[src/rtl/dtag_bist_pkg.sv]
// Shared definitions for the D-cache tag-array march BIST controller:
// FSM states, the march-element table, mode encodings and default widths.
package dtag_bist_pkg;

  localparam int TW_DEF = 19;   // tag width
  localparam int IW_DEF = 9;    // set-index width
  localparam int SW     = 5;    // status width

  localparam logic [1:0] MODE_OFF  = 2'b00;
  localparam logic [1:0] MODE_RUN  = 2'b01;
  localparam logic [1:0] MODE_STOP = 2'b11;

  typedef enum logic [3:0] {
    ST_IDLE, ST_M0, ST_M1, ST_M2, ST_M3, ST_M4, ST_M5, ST_DRAIN, ST_DONE
  } state_e;

  // One march element: address direction, read/write patterns (replicated
  // across all data bits) and which operations the element performs.
  typedef struct packed {
    logic dn;
    logic rpat;
    logic wpat;
    logic rd;
    logic wr;
  } elem_t;

  function automatic elem_t elem_of(state_e s);
    elem_t e;
    e = '0;
    case (s)
      ST_M0: e = '{dn: 1'b0, rpat: 1'b0, wpat: 1'b0, rd: 1'b0, wr: 1'b1};
      ST_M1: e = '{dn: 1'b0, rpat: 1'b0, wpat: 1'b1, rd: 1'b1, wr: 1'b1};
      ST_M2: e = '{dn: 1'b0, rpat: 1'b1, wpat: 1'b0, rd: 1'b1, wr: 1'b1};
      ST_M3: e = '{dn: 1'b1, rpat: 1'b0, wpat: 1'b1, rd: 1'b1, wr: 1'b1};
      ST_M4: e = '{dn: 1'b1, rpat: 1'b1, wpat: 1'b0, rd: 1'b1, wr: 1'b1};
      ST_M5: e = '{dn: 1'b1, rpat: 1'b0, wpat: 1'b0, rd: 1'b1, wr: 1'b0};
      default: e = '0;
    endcase
    return e;
  endfunction

  function automatic state_e next_elem(state_e s);
    case (s)
      ST_M0:   return ST_M1;
      ST_M1:   return ST_M2;
      ST_M2:   return ST_M3;
      ST_M3:   return ST_M4;
      ST_M4:   return ST_M5;
      ST_M5:   return ST_DRAIN;
      default: return ST_IDLE;
    endcase
  endfunction

endpackage

[src/rtl/dtag_bist_addr_gen.sv]
// Up/down address counter for the march. Counter is {index, set}.
// Ports: ld_zero_i / ld_max_i load the start address of an element,
// step_i advances one address in direction dn_i, last_o flags the final
// address of the element in the current direction.
module dtag_bist_addr_gen #(
  parameter int W = 10
) (
  input  logic         clk,
  input  logic         reset,
  input  logic         ld_zero_i,
  input  logic         ld_max_i,
  input  logic         step_i,
  input  logic         dn_i,
  output logic [W-1:0] cnt_o,
  output logic         last_o
);

  logic [W-1:0] cnt_q, cnt_d;

  always_comb begin
    cnt_d = cnt_q;
    if (ld_zero_i)     cnt_d = '0;
    else if (ld_max_i) cnt_d = '1;
    else if (step_i)   cnt_d = dn_i ? cnt_q - W'(1) : cnt_q + W'(1);
  end

  always_ff @(posedge clk or posedge reset) begin
    if (reset) cnt_q <= '0;
    else       cnt_q <= cnt_d;
  end

  assign cnt_o  = cnt_q;
  assign last_o = dn_i ? (cnt_q == '0) : (cnt_q == '1);

endmodule

[src/rtl/dtag_bist_ctl.sv]
// March C- style BIST controller for the D-cache tag/status array.
// Ports: clk/reset (async high); bist_mode selects off / run / run-stop-on-
// error; dtag_dout/stat_out are array read data (1-cycle latency);
// bist_tag_in/bist_stat_in/bist_addr/bist_wb_set_sel/bist_tag_we/
// bist_stat_we drive the array; bist_active/bist_done report progress;
// dtag_test_err_l is the sticky active-low error flag.
module dtag_bist_ctl
  import dtag_bist_pkg::*;
#(
  parameter int TW = TW_DEF,
  parameter int IW = IW_DEF
) (
  input  logic          clk,
  input  logic          reset,
  input  logic [1:0]    bist_mode,
  input  logic [TW-1:0] dtag_dout,
  input  logic [4:0]    stat_out,
  output logic [TW-1:0] bist_tag_in,
  output logic [4:0]    bist_stat_in,
  output logic [IW-1:0] bist_addr,
  output logic          bist_wb_set_sel,
  output logic          bist_tag_we,
  output logic [4:0]    bist_stat_we,
  output logic          bist_active,
  output logic          bist_done,
  output logic          dtag_test_err_l
);

  localparam int DW = TW + SW;

  state_e          state_q, state_d;
  logic            phase_q, phase_d;   // 0 = read, 1 = write in r/w elements
  logic            err_q, err_d;
  logic            cmp_vld_q, cmp_vld_d;
  logic [DW-1:0]   exp_q, exp_d;

  elem_t           info, nxt_info;
  state_e          nxt;
  logic            run, stop;
  logic            cur_rd, cur_wr, addr_done, pat, mismatch, we;
  logic            start, ld_zero, ld_max, step, last;
  logic [IW:0]     cnt;

  assign run  = (bist_mode == MODE_RUN) || (bist_mode == MODE_STOP);
  assign stop = (bist_mode == MODE_STOP);

  assign info     = elem_of(state_q);
  assign nxt      = next_elem(state_q);
  assign nxt_info = elem_of(nxt);

  // Read-then-write elements use phase_q to pick the half; single-op
  // elements finish an address every cycle.
  assign cur_wr    = info.wr & (~info.rd | phase_q);
  assign cur_rd    = info.rd & (~info.wr | ~phase_q);
  assign addr_done = info.wr ? cur_wr : cur_rd;
  assign pat       = cur_wr ? info.wpat : (cur_rd ? info.rpat : 1'b0);

  assign mismatch = cmp_vld_q & ({dtag_dout, stat_out} != exp_q);

  // Enables fall combinationally on abort, and in stop mode the write that
  // coincides with the first mismatch is suppressed.
  assign we = cur_wr & run & ~(stop & mismatch);

  dtag_bist_addr_gen #(.W(IW + 1)) u_addr (
    .clk       (clk),
    .reset     (reset),
    .ld_zero_i (ld_zero),
    .ld_max_i  (ld_max),
    .step_i    (step),
    .dn_i      (info.dn),
    .cnt_o     (cnt),
    .last_o    (last)
  );

  always_comb begin
    state_d = state_q;
    phase_d = phase_q;
    start   = 1'b0;
    ld_zero = 1'b0;
    ld_max  = 1'b0;
    step    = 1'b0;
    case (state_q)
      ST_IDLE: begin
        phase_d = 1'b0;
        if (run) begin
          state_d = ST_M0;
          start   = 1'b1;
          ld_zero = 1'b1;
        end
      end
      ST_DRAIN: state_d = run ? ST_DONE : ST_IDLE;
      ST_DONE:  if (!run) state_d = ST_IDLE;
      default: begin
        if (!run) begin
          state_d = ST_IDLE;
          phase_d = 1'b0;
        end else if (stop && mismatch) begin
          state_d = ST_DONE;
          phase_d = 1'b0;
        end else begin
          if (info.rd && info.wr) phase_d = ~phase_q;
          if (addr_done) begin
            if (last) begin
              state_d = nxt;
              // Up elements start at 0, down elements at all-ones.
              if (nxt != ST_DRAIN) begin
                if (nxt_info.dn) ld_max  = 1'b1;
                else             ld_zero = 1'b1;
              end
            end else begin
              step = 1'b1;
            end
          end
        end
      end
    endcase
  end

  always_comb begin
    err_d     = err_q;
    if (start)         err_d = 1'b0;
    else if (mismatch) err_d = 1'b1;
    cmp_vld_d = cur_rd & run;
    exp_d     = cur_rd ? {DW{info.rpat}} : exp_q;
  end

  always_ff @(posedge clk or posedge reset) begin
    if (reset) begin
      state_q   <= ST_IDLE;
      phase_q   <= 1'b0;
      err_q     <= 1'b0;
      cmp_vld_q <= 1'b0;
      exp_q     <= '0;
    end else begin
      state_q   <= state_d;
      phase_q   <= phase_d;
      err_q     <= err_d;
      cmp_vld_q <= cmp_vld_d;
      exp_q     <= exp_d;
    end
  end

  assign bist_tag_in     = {TW{pat}};
  assign bist_stat_in    = {SW{pat}};
  assign bist_addr       = cnt[IW:1];
  assign bist_wb_set_sel = cnt[0];
  assign bist_tag_we     = we;
  assign bist_stat_we    = {SW{we}};
  assign bist_active     = (state_q != ST_IDLE) && (state_q != ST_DONE);
  assign bist_done       = (state_q == ST_DONE);
  assign dtag_test_err_l = ~err_q;

endmodule

[config.mk]
export PLATFORM = sky130hd
export DESIGN_NAME = dtag_bist_ctl
export DESIGN_NICKNAME = d
export VERILOG_FILES = /design/src/rtl/dtag_bist_pkg.sv /design/src/rtl/dtag_bist_addr_gen.sv /design/src/rtl/dtag_bist_ctl.sv
export SDC_FILE = /design/constraint.sdc
export NUM_CORES = 1
export LEC_CHECK = 0
export ABC_AREA = 0
export CAP_MARGIN = 0
export CELL_PAD_IN_SITES_DETAIL_PLACEMENT = 1
export CELL_PAD_IN_SITES_GLOBAL_PLACEMENT = 1
export CORE_AREA = 10 10 88 90
export CTS_BUF_LIST = sky130_fd_sc_hd__clkbuf_4 sky130_fd_sc_hd__clkbuf_8
export CTS_CLUSTER_SIZE = 20
export DETAILED_ROUTE_END_ITERATION = 7
export DIE_AREA = 0 0 98 100
export PLACE_DENSITY_LB_ADDON = 0.1
export SYNTH_ARGS = -nofsm -noshare
export SYNTH_HDL_FRONTEND = slang
export SYNTH_SLANG_ARGS = --single-unit
[constraint.sdc]
create_clock -name clk -period 5.4 [get_ports clk]
set_input_delay 1.08 -clock clk [delete_from_list [all_inputs] [get_ports clk]]
set_output_delay 1.08 -clock clk [all_outputs]
set_load 0.01 [all_outputs]
; ---- Word level (Yosys, flattened, before mapping)
; Cells that the tools add are included.
[classes]
eq_ne = 25
reduce_logical = 13
addsub = 2
n_bitwise = 15
muxes = 46
[op_table]
columns = cell, n
row1 = $pmux 5 s6, 2
row2 = $mux 10, 4
row3 = $mux 1, 29
row4 = $eq 4x3->1 const B, 7
row5 = $mux 4, 7
row6 = $ne 24x24->1, 1
row7 = $pmux 3 s6, 1
row8 = $eq 4x2->1 const B, 4
row9 = $pmux 4 s3, 1
row10 = $add 10x1->10 const B, 1
row11 = $eq 10x10->1 const B, 1
row12 = $logic_not 10->1, 1
row13 = $ne 5x1->1 const B, 2
row14 = $sub 10x1->10 const B, 1
row15 = $eq 4x1->1 const B, 2
row16 = $and 1x1->1, 7
row17 = $not 1->1, 6
row18 = $eq 4x4->1 const B, 1
row19 = $logic_not 4->1, 1
row20 = $ne 2x2->1 const B, 2
row21 = $ne 4x1->1 const B, 1
row22 = $ne 4x3->1 const B, 1
row23 = $ne 4x4->1 const B, 1
row24 = $pmux 1 s2, 2
row25 = 12 further kinds, 15
[totals]
reg_bits = 18
out_inout_bits = 43
wordCells = 107
input_bits = 28

; ---- Depth between registers and ports, before layout
; Gate-level depths: netlist (run 1).
[depth]
word_depth = 13
depth_mapped = 11
depth_no_buf = 11

; ---- By module
; A second synthesis (run 1) with hierarchy kept.
[unflattened]
cells_unflattened = 244
area_unflattened_um2 = 1938.1
[modules_own_cells]
columns = module, area_per_inst_um2, n_inst, cells_per_inst
row1 = dtag_bist_ctl, 1012.2, 1, 136
row2 = dtag_bist_addr_gen, 925.9, 1, 108

; ---- Least setup slack after synthesis (run 1)
; OpenSTA, ideal clock, no wires.
[synth_path]
kind = in2out
startpoint = input port dtag_dout[0]
endpoint = output port bist_stat_we[0]
required_ns = 4.320
path_buffers = 2
arrival_ns = 2.767
setup_slack_ns = 1.553
cell_stages = 8
path_cell_list = nand4_1 > or3_1 > a222oi_1 > nand3b_1 > buf_2 > nand2_1 > nor2_1 > buf_4
[synth_between]
elab_chain_len = 5
[synth_rtl]
columns = item, line_no
row1 = start: declaration, dtag_bist_ctl.sv:16  ; input logic [TW-1:0] dtag_dout,
row2 = $ne 24x24->1, dtag_bist_ctl.sv:58  ; assign mismatch = cmp_vld_q & ({dtag_dout, stat_out} != exp_q);
row3 = $and 1x1->1, dtag_bist_ctl.sv:58
row4 = $and 1x1->1, dtag_bist_ctl.sv:62  ; assign we = cur_wr & run & ~(stop & mismatch);
row5 = $not 1->1, dtag_bist_ctl.sv:62
row6 = $and 1x1->1, dtag_bist_ctl.sv:62
row7 = end: declaration, dtag_bist_ctl.sv:23  ; output logic [4:0] bist_stat_we,
; No other way between the ends.

; ---- Final worst setup path (run 1)
[layout_path]
startpoint = input port stat_out[4]
endpoint = output port bist_stat_we[4]
[layout_between]
elab_chain_len = 5
[layout_rtl]
columns = item, line_no
row1 = start: declaration, dtag_bist_ctl.sv:17  ; input logic [4:0] stat_out,
row2 = $ne 24x24->1, dtag_bist_ctl.sv:58
row3 = $and 1x1->1, dtag_bist_ctl.sv:58
row4 = $and 1x1->1, dtag_bist_ctl.sv:62
row5 = $not 1->1, dtag_bist_ctl.sv:62
row6 = $and 1x1->1, dtag_bist_ctl.sv:62
; No other way between the ends.

==> summary.md, run 1 <==
| Metric | Value |
|---|---|
| Mean post-synth cell area | `7.56 um2` |
| Ys Warns | `0` |
| Hold Vio Cnt, Final | `0` |
| Clock Path Buffers | `2` |
| Nets | `about 320` |
| Share of cells above drive strength 1 | `just under 3%` |
| Sequential power share | `45.9%` |
| Syn nets | `277` |
| Worst Setup End Kind | `primary output` |
| Port-buffer cells | `70` |
| First-pass DRT Iterations | `4` |
| Post-CTS setup repair buffer count | `0` |
| Clock skew | `5.71 ps` |
| Gpl congestion | `around 0.8` |
| Sw frac | `28.5%` |
| Initial core utilization | `29.6%` |
| CP max FO | `6` |
| Comb power frac | `between 20% and 30%` |
| Die height | `approximately 100 um` |
| #FFs+latches synth | `18` |
| CTS Sinks | `18` |
| First-pass GRT wire length | `9.90 mm` |
| Die ar. | `a little under 10000 um2` |
| Number of setup violations in the final report | `0` |
| Rel. slew slack | `32.5%` |
| Post-route DRC | `0` |
| Peak supply drop | `~70 uV` |
| GRT met2 Usage | `a little over a fifth` |
| HPWL Detailed | `around 4.7 mm` |
| Synthesis-to-layout area growth | `33.0%` |
| Resized cells post-CTS | `0` |
| Post-synth top flop | `dfrtp_1` |
| Vias/cell | `5.10` |
| Post-synth cell types | `45` |
| Max-Cap Viols | `0` |
| Site Rows | `29` |
| Largest net degree at the start of global routing | `25` |
| Clk slew on worst S/H paths | `70 ps` |
| CP startpoint kind | `input pin` |
| Post-synth EDFFs | `0` |
| Top Usage Layer GRT | `met2` |
| Power Internal | `between 0.2 and 0.25 mW` |
| GR Layer Usage met3 | `under 10%` |
| Routed vias | `1805` |
| Net load switching power | `0.0918 mW` |
| Mapped Cells | `240` |
| Min Clock Period, post-route | `4660 ps` |
| Final Max Slew Viols | `0` |
| Final period util | `a little under nine tenths` |
| CTS tree | `built` |
| Global route total overflow | `0` |
| Hold Path Class | `reg -> reg` |
| Met1 Use GR | `around 14%` |
| Setup_tns | `0 ps` |
| Inserted Diodes | `0` |
| Clock power share | `30.1%` |
| Status | `completed` |
| TritonCTS Buffers | `3` |
| Core Area | `6130 um2` |
| Most common cell after layout, fill and taps aside | `clkdlybuf4s50_1` |
| Clock H-tree levels | `1` |
| Placed insts | `351` |
| Non-Filler Instances | `about 350` |
| Unrepaired setup endpoints after global routing | `false` |
| Hold_buf cts | `0` |
| Drt total wl | `5.85 mm` |
| Setup Crit Path Kind | `in -> out` |
| Worst-Skew Late Latency | `250 ps` |
| I/O pins | `71` |
| Die Width | `roughly 100 um` |
| Async SR Flop Fraction | `100%` |
| GRT Total Usage | `between 10% and 20%` |
| Slack of the worst reg-to-reg path | `2020 ps` |
| Critical Path AT | `approximately 3600 ps` |
| Worst Tran Pin Value | `1010 ps` |
| Drt first-iter violations | `78` |
| Register area share after synthesis | `approximately a quarter` |
| Vias in the first global route | `1840` |
| Commonest non-fill, non-tap cells in the layout | `clkdlybuf4s50_1 (70), nand2_1 (30), nor2_1 (20), dfrtp_1 (18)` |
| Syn Std Cell Area | `1810 um2` |
| Leakage | `0.996 nW` |
| FMAX | `~0.21 GHz` |
| Antenna-violating nets left | `0` |
| Crit path required time | `4320 ps` |
| Initial antenna violation count | `0` |
| Average wire per standard cell | `16.5 um` |
| P per Cell Area | `133 nW/um2` |
| Root Buffer | `clkbuf_8` |
==> stage by stage <==
stage / hold slack (ps) / power [mW] / area (um2) / worst slack, ps / utilization (%)
after floorplan: 516 / 0.185 / 1810 / 1550 / -
after global placement: 501 / 0.227 / 2370 / 756 / 38.6
after detailed placement: 520 / 0.228 / 2370 / 685 / 38.6
after CTS: 530 / 0.323 / 2410 / 667 / 39.3
after global routing: 553 / 0.339 / 2410 / 497 / 39.3
final: 520 / 0.322 / 2410 / 738 / 39.3
==> flip-flops by register name, indices dropped and copies added, names as in the netlist <==
signal and count:
err_q 1, u_addr.cnt_o 10, exp_q 1, phase_q 1, state_q 4, cmp_vld_q 1
==> cell families after synthesis <==
group           Yosys count  synth area share (%)
xor+xnor                  8                  3.86
compound gates           58                  22.3
flops                    18                  24.8
buf+inv                  48                  16.1
simple gates             99                  26.3
fa+ha+maj                 9                  6.62
==> critical path: stages <==
cell	delay [ps]
clkdlybuf4s50_1	480
nand4_1	110
or3_1	350
a222oi_1	370
nand3b_1	200
nand2_1	100
nor2_1	280
clkdlybuf4s50_1	610
==> power by group through the flow <==
| stage | sequential [mW] | clock, mW | combinational, mW |
|---|---|---|---|
| 2_1_floorplan | 0.148 | 0 | 0.0369 |
| 3_3_place_gp | 0.150 | 0 | 0.0766 |
| 3_5_place_dp | 0.150 | 0 | 0.0779 |
| 4_1_cts | 0.148 | 0.0968 | 0.0784 |
| 5_1_grt | 0.149 | 0.104 | 0.0862 |
| 6_report | 0.148 | 0.0968 | 0.0771 |
==> routing by layer <==
layer / wire length, um / part of all wire (%) / vias up
li1: - / - / 910
met1: 2630 / 45 / 846
met2: 2830 / 48 / 47
met3: 355 / 6.1 / 2
met4: 34 / 0.58 / 0
met5: 0 / 0 / -
==> path summary, 6_finish.rpt <==
kind | from | to | cells past startpoint
setup / recovery | stat_out[4] | bist_stat_we[4] | 8
hold / removal | err_q | err_q | 2
setup reg to reg | state_q[2] | u_addr.cnt_o[9] | 11
hold reg to reg | err_q | err_q | 2
max in group asynchronous | reset | exp_q[0] | 2
min in group asynchronous | reset | u_addr.cnt_o[6] | 2
==> synthesized netlist by cell type, drive strengths merged (3+ instances only) <==
cell,instances,area share (%)
nor2,21,4.3
ha,8,5.5
nor3,7,1.9
nor2b,4,1.4
clkbuf,5,1.0
nand2b,3,1.0
or3,4,1.4
inv,11,2.3
a31oi,3,1.0
o211ai,3,1.2
buf,32,13
dfrtp,18,25
a22o,9,4.3
nand2,30,6.2
nand3,12,3.3
xnor2,3,1.4
a21oi,12,3.3
xor2,5,2.4
nor4,6,2.1
nand4,6,2.1
o21ai,12,3.7
==> final cells by class <==
type	instances	area [um2]
multi-input cells	174	1070
inverters	11	41.3
fillers	766	3720
clock buffers	3	41.3
flip-flops and latches	18	450
repair buffers	71	708
well taps	77	96.3
Power figures use the tool's default switching activity.
==> run 2, diff against run 1 <==
CORE_AREA = 10 10 91 93   (was 10 10 88 90)
CTS_CLUSTER_SIZE = unset   (was 20)
DIE_AREA = 0 0 101 103   (was 0 0 98 100)
DONT_BUFFER_PORTS = 1   (was unset)
SYNTH_HIERARCHICAL = 1   (was unset)
==> run 2 against run 1 <==
Combinational power grew to 4.8 times the previous value. Die area is 6.2% higher. Critical path type unchanged. Largest power group is now combinational cells. Worst setup slack improved by 650 ps. First-iteration DRC count fell by 42%. Synthesized area up 6.8%.
==> summary.md, run 2 <==
| Metric | Value |
|---|---|
| Clock Path Buffers | `2 (unchanged)` |
| GRT Total Usage | `11.3% (-0.64 points)` |
| Average wire per standard cell | `19.6 um (+18%)` |
| Slack of the worst reg-to-reg path | `1590 ps (-430 ps)` |
| Post-synth EDFFs | `0 (unchanged)` |
| Power Internal | `0.368 mW (+60%)` |
| Mean post-synth cell area | `7.94 um2 (+5.1%)` |
| Resized cells post-CTS | `0 (unchanged)` |
| Non-Filler Instances | `293 (-17%)` |
| Routed vias | `1642 (-9.0%)` |
| First-pass DRT Iterations | `4 (unchanged)` |
| Antenna-violating nets left | `0 (unchanged)` |
| Final hold slack | `541 ps (+21.7 ps)` |
| CP max-delay cell | `a222oi_1` |
| Share of cells above drive strength 1 | `8.92% (+6.0 points)` |
| Setup Crit Path Kind | `in -> out` |
| Site Rows | `30 (+3.4%)` |
| Post-CTS setup repair buffer count | `0 (unchanged)` |
| P per Cell Area | `387 nW/um2 (+190%)` |
| Final Max Slew Viols | `0 (unchanged)` |
| Commonest non-fill, non-tap cells in the layout | `nor2_1 (28), dfrtp_1 (18), a21oi_1 (15), nand2_1 (13), nor3_1 (12)` |
| Area leader, netlist | `dfrtp_1` |
| Largest net degree at the start of global routing | `21 (-16%)` |
| Vias in the first global route | `1896 (+3.0%)` |
| Final period util | `74.3% (-12 points)` |
| Clock power share | `16.1% (-14 points)` |
| Post-route cell area | `1880 um2 (-22%)` |
| Core Area | `6570 um2 (+7.1%)` |
| Rel. slew slack | `29.0% (-3.5 points)` |
| Clk slew on worst S/H paths | `80 ps (about the same)` |
| Peak supply drop | `149 uV (+120%)` |
| CTS tree | `built` |
| TritonCTS Buffers | `3 (unchanged)` |
| Most frequent cells after synthesis | `buf_4 (29), nor2_1 (29), dfrtp_1 (18)` |
| #FFs+latches synth | `18 (unchanged)` |
| Crit path required time | `4320 ps (about the same)` |
| WP buf/inv | `1 (-1)` |
| Sequential power share | `33.2% (-13 points)` |
| Initial core utilization | `29.5% (-0.081 points)` |
| Clock skew | `3.83 ps (-1.88 ps)` |
| Drt total wl | `5.73 mm (-2.0%)` |
| Syn Std Cell Area | `1940 um2 (+6.8%)` |
| HPWL Detailed | `4.59 mm (-2.4%)` |
| Net load switching power | `0.360 mW (+290%)` |
| Initial antenna violation count | `0 (unchanged)` |
| Post-synth cell types | `58 (+29%)` |
| Number of setup violations in the final report | `0 (unchanged)` |
| I/O pins | `71 (unchanged)` |
| Die Width | `101 um (+3.1%)` |
| Worst Hold Launch | `cmp_vld_q` |
| Overall power | `0.727 mW (+130%)` |
| Leakage | `0.800 nW (-20%)` |
| Worst-Skew Late Latency | `260 ps (about the same)` |
| Die ar. | `10400 um2 (+6.2%)` |
| CTS Sinks | `18 (unchanged)` |
| Comb power frac | `50.7% (+27 points)` |
| Synthesis-to-layout area growth | `-3.03%` |
| Status | `completed` |
| Placed insts | `289 (-18%)` |
| Hold Vio Cnt, Final | `0 (unchanged)` |
| Die height | `103 um (+3.0%)` |
| Post-route DRC | `0 (unchanged)` |
| Cells on Worst Hold Path | `2 (unchanged)` |
| Sw frac | `49.4% (+21 points)` |
| Vias/cell | `5.60 (+9.9%)` |
| Worst setup margin | `1390 ps (+652 ps)` |
| Post-synth top flop | `dfrtp_1` |
| Register area share after synthesis | `23.2% (-1.6 points)` |
| Gpl congestion | `0.766 (-1.9%)` |
| Nets | `251 (-21%)` |
| Setup_tns | `0 ps (unchanged)` |
| FMAX | `0.249 GHz (+16%)` |
| Delay-heaviest family, CP | `simple AND/OR/NAND/NOR gates` |
| Clock H-tree levels | `1 (unchanged)` |
| Critical Path AT | `2930 ps (-650 ps)` |
| Mapped Cells | `244 (+1.7%)` |
| Critical-path cell list | `nand4_1 > or3_1 > a222oi_1 > or2_1 > nor3b_2 > buf_4` |
| Drt first-iter violations | `45 (-42%)` |
| Fill count | `783 (+2.2%)` |
| CP startpoint kind | `input pin` |
| Worst Setup End Kind | `primary output` |
| Root Buffer | `clkbuf_8` |
| Async SR Flop Fraction | `100% (unchanged)` |
| Min Clock Period, post-route | `4010 ps (-652 ps)` |
| CP max FO | `8 (+2)` |
| Post-Place Cell Area | `1820 um2 (-23%)` |
| Hold Path End | `err_q` |
| Post-layout util | `28.6% (-11 points)` |
| Pre-CTS setup slack | `1280 ps (+597 ps)` |
| Hold_buf cts | `0 (unchanged)` |
| Hold Path Class | `reg -> reg` |
| Unrepaired setup endpoints after global routing | `false` |
| Yosys top cell area share | `23.2% (-1.6 points)` |
| Worst R2R Start | `state_q[0]` |
| First-pass GRT wire length | `9.72 mm (-1.9%)` |
| Global route total overflow | `0 (unchanged)` |
| Worst Tran Pin Value | `1060 ps (+52.4 ps)` |
| Max reg flops | `10 (unchanged)` |
| Worst r2r path cells | `11 (unchanged)` |
| Most common cell after layout, fill and taps aside | `nor2_1` |
| Slowest stage delay, CP | `590 ps (-20 ps)` |
| Max-Cap Viols | `0 (unchanged)` |
| Top post-synthesis cells by area | `dfrtp_1 (23%), buf_4 (11%), nor2_1 (5.6%)` |
| Ys Warns | `6 (+6)` |
| RR Endpoint | `u_addr/cnt_o[9]` |
| Inserted Diodes | `0 (unchanged)` |
| Syn nets | `281 (+1.4%)` |
| Port-buffer cells | `0 (-100%)` |
## run 2: cell types whose count changed after synthesis, moves of 3 or more
cell	delta
nand2_1	-17
nor2_1	+8
o21ai_0	-6
a21oi_1	+3
a211oi_1	+5
a22o_1	-9
o211ai_1	-3
nand4b_1	+3
o31ai_1	+3
nor3_1	+5
o211a_1	+3
## run 2: kinds of logic after synthesis
family	Yosys count	synth area share, %
AOI/OAI and AO/OA	50	18.5
DFF	18	23.2
adders and majority gates	9	6.20
buffers and inverters	49	15.6
xor gates and xnor gates	7	3.16
and+or+nand+nor	109	32.3
muxes	2	1.03
## run 2: power groups by stage
stage	combinational, mW	clock, mW	sequential [mW]
2_1_floorplan	0.381	0	0.205
3_3_place_gp	0.363	0	0.244
3_5_place_dp	0.374	0	0.247
4_1_cts	0.375	0.122	0.244
5_1_grt	0.419	0.127	0.252
6_report	0.369	0.117	0.242
## run 2: worst reg2reg max path, stage by stage (launching register included)
cell	delay, ps
dfrtp_1	590
nand2_1	220
and3b_1	610
nor4b_1	340
nand3_1	120
o31ai_1	90
buf_4	200
nand3_1	90
nor3b_2	860
nand4b_1	220
nor3_1	60
nor4bb_1	310
## run 2: layout make-up
class,count,area [um2],share of cell area [%]
Clock buffer,4,55.1,2.93
Timing Repair Buffer,4,42.5,2.26
Tap cell,80,100,5.33
Inverter,10,37.5,2.00
Sequential cell,18,450,24.0
Multi-Input combinational cell,177,1190,63.5
## run 2: layer usage
layer / routed length [um] / global-route usage (%) / up-vias
met4: 18 / 1.93 / 0
met3: 300 / 2.75 / 2
met2: 3180 / 22.7 / 16
li1: - / - / 794
met1: 2240 / 11.5 / 830
met5: 0 / 0 / -
## run 2: how the worst max path moves through the flow
| stage | from | endpoint | slack (ps) | cells after the start |
|---|---|---|---|---|
| after global placement | dtag_dout[8] | bist_tag_we | 1430 | 6 |
| after detailed placement | dtag_dout[8] | u_addr/cnt_o[9] | 1280 | 8 |
| final | dtag_dout[8] | bist_tag_we | 1390 | 6 |
| after CTS | dtag_dout[8] | bist_tag_we | 1330 | 6 |
| after floorplan | dtag_dout[8] | bist_stat_we[0] | 1540 | 7 |
| after global routing | state_q[0] | u_addr/cnt_o[9] | 1190 | 11 |
==> run 3, diff against run 2 <==
clock period = 4 ns   (was 5.4 ns; I/O delays follow)
==> run 3 against run 2 <==
Non-clock buffer count rose by 5. Utilization rose by 0.57 points. Global-route usage fell by 0.85 points. Highest routed layer unchanged. Wire length fell by 4.8%. First-iteration DRC count did not move. Largest power group unchanged. Via count rose by 0.18%. Largest cell class unchanged. Register-to-register slack got worse by 830 ps. Clock power rose by 34%.
==> summary.md, run 3 (synthesis results as in run 2) <==
| Metric | Value |
|---|---|
| Status | `completed` |
| Initial antenna violation count | `0 (unchanged)` |
| Min Clock Period, post-route | `3250 ps` |
| P per Cell Area | `517 nW/um2 (+34%)` |
| Unrepaired setup endpoints after global routing | `false` |
| Max-Cap Viols | `0 (unchanged)` |
| Die height | `103 um (unchanged)` |
| Global route total overflow | `0 (unchanged)` |
| Commonest non-fill, non-tap cells in the layout | `nor2_1 (28), dfrtp_1 (18), a21oi_1 (15), nand2_1 (13), nor3_1 (12)` |
| CTS Sinks | `18 (unchanged)` |
| Root Buffer | `clkbuf_8` |
| Inserted Diodes | `0 (unchanged)` |
| Slack of the worst reg-to-reg path | `760 ps (-830 ps)` |
| Site Rows | `30 (unchanged)` |
| Clock Path Buffers | `2 (unchanged)` |
| Final Max Slew Viols | `0 (unchanged)` |
| Final period util | `81.3%` |
| Setup_tns | `0 ps (unchanged)` |
| Core Area | `6570 um2 (unchanged)` |
| Clock H-tree levels | `1 (unchanged)` |
| CP dominant cell by count | `buf_4` |
| Slowest stage delay, CP | `350 ps (-240 ps)` |
| Gpl congestion | `0.766 (about the same)` |
| Met1 Use GR | `11.5% (unchanged)` |
| Vias in the first global route | `1800 (-5.1%)` |
| Rel. slew slack | `33.2% (+4.2 points)` |
| Pre-CTS setup slack | `703 ps (-578 ps)` |
| Clock skew | `2.99 ps (-0.844 ps)` |
| Vias/cell | `5.52 (-1.5%)` |
| Port-buffer cells | `0 (unchanged)` |
| Initial core utilization | `29.5% (unchanged)` |
| Antenna-violating nets left | `0 (unchanged)` |
| Hold Path Class | `in -> async` |
| Share of cells above drive strength 1 | `11.0% (+2.1 points)` |
| Hold Vio Cnt, Final | `0 (unchanged)` |
| Drt total wl | `5.46 mm (-4.8%)` |
| Hold_buf cts | `0 (unchanged)` |
| I/O pins | `71 (unchanged)` |
| Critical Path AT | `2450 ps (-480 ps)` |
| CP startpoint kind | `input pin` |
| Worst Setup End Kind | `primary output` |
| Drt first-iter violations | `45 (unchanged)` |
| Peak supply drop | `202 uV (+35%)` |
| Average wire per standard cell | `18.3 um (-6.4%)` |
| Worst Tran Pin Value | `994 ps (-67.1 ps)` |
| Nets | `256 (+2.0%)` |
| Synthesis-to-layout area growth | `-1.10%` |
| Clk slew on worst S/H paths | `80 ps (about the same)` |
| HPWL Detailed | `4.42 mm (-3.5%)` |
| FMAX | `around 0.31 GHz` |
| CP max FO | `8 (unchanged)` |
| Routed vias | `1645 (+0.18%)` |
| CTS tree | `built` |
| Die Width | `101 um (unchanged)` |
| CP max-delay cell | `or3_1` |
| Worst-Skew Late Latency | `260 ps (about the same)` |
| Crit path required time | `3200 ps (-1120 ps)` |
| Number of setup violations in the final report | `0 (unchanged)` |
| TritonCTS Buffers | `3 (unchanged)` |
| Post-CTS setup repair buffer count | `0 (unchanged)` |
| Max reg flops | `10 (unchanged)` |
| GRT met2 Usage | `20.1% (-2.6 points)` |
| Die ar. | `10400 um2 (unchanged)` |
| Worst setup margin | `747 ps (-643 ps)` |
| GR Layer Usage met3 | `2.21% (-0.54 points)` |
| Resized cells post-CTS | `0 (unchanged)` |
| Overall power | `0.991 mW (+36%)` |
| Post-route DRC | `0 (unchanged)` |
| Most common cell after layout, fill and taps aside | `nor2_1` |
| First-pass GRT wire length | `9.00 mm (-7.3%)` |
| Critical-path cell list | `nand4_1 > or3_1 > a222oi_1 > buf_4 > or2_1 > nor3b_2 > buf_4` |
| WP buf/inv | `2 (+1)` |
| First-pass DRT Iterations | `4 (unchanged)` |
| Top Usage Layer GRT | `met2` |
| Final hold slack | `389 ps (-152 ps)` |
| Setup Crit Path Kind | `in -> out` |
| GRT Total Usage | `10.4% (-0.85 points)` |
| Largest net degree at the start of global routing | `21 (unchanged)` |
| Delay-heaviest family, CP | `simple AND/OR/NAND/NOR gates` |
| Leakage | `0.827 nW (+3.3%)` |
[run 3: cell types whose count changed in the layout (fill, tap and decap cells not counted), sizes merged]
cell  change
buf       +5
[run 3: worst reg2reg max path, cell delays in order, from the launching register on]
cell	delay, ps
dfrtp_1	570
nand2_1	180
and3b_1	230
nand4b_1	170
o31ai_1	850
a211oi_1	340
or4_1	540
a21oi_1	140
o211a_1	170
[run 3: path summary, 6_finish.rpt]
check	startpoint	endpoint	cells past startpoint
worst max-delay path	dtag_dout[8]	bist_stat_we[0]	7
worst min-delay path	reset	err_q	1
worst max register to register	state_q[1]	state_q[2]	8
worst min register to register	cmp_vld_q	err_q	2
max in group asynchronous	reset	u_addr/cnt_o[7]	1
min in group clk	cmp_vld_q	err_q	2
[run 3: report_power, final]
part	total, mW	internal (mW)	switching (mW)
Clock	0.157	0.0876	0.0698
Sequential	0.306	0.222	0.0837
Combinational	0.527	0.198	0.329
[run 3: final cells by class]
cell class,count,area (um2)
clock buffer,4,55.1
fill,779,4650
inverter,10,37.5
multi-input combinational,177,1190
sequential,18,450
tap,80,100
timing repair buffer,9,80.1
[run 3: metal layers]
layer  vias up  share of wire (%)
met5         -                  0
met4         0               0.40
li1        810                  -
met1       812                 42
met2        21                 53
met3         2                4.9
[run 3: through the flow]
step,cells,cell area (um2),util (%)
after CTS,298,1920,29.2
final,298,1920,29.2
after floorplan,244,1940,-
after global routing,298,1920,29.2
after detailed placement,294,1860,28.3
after global placement,294,1860,28.3
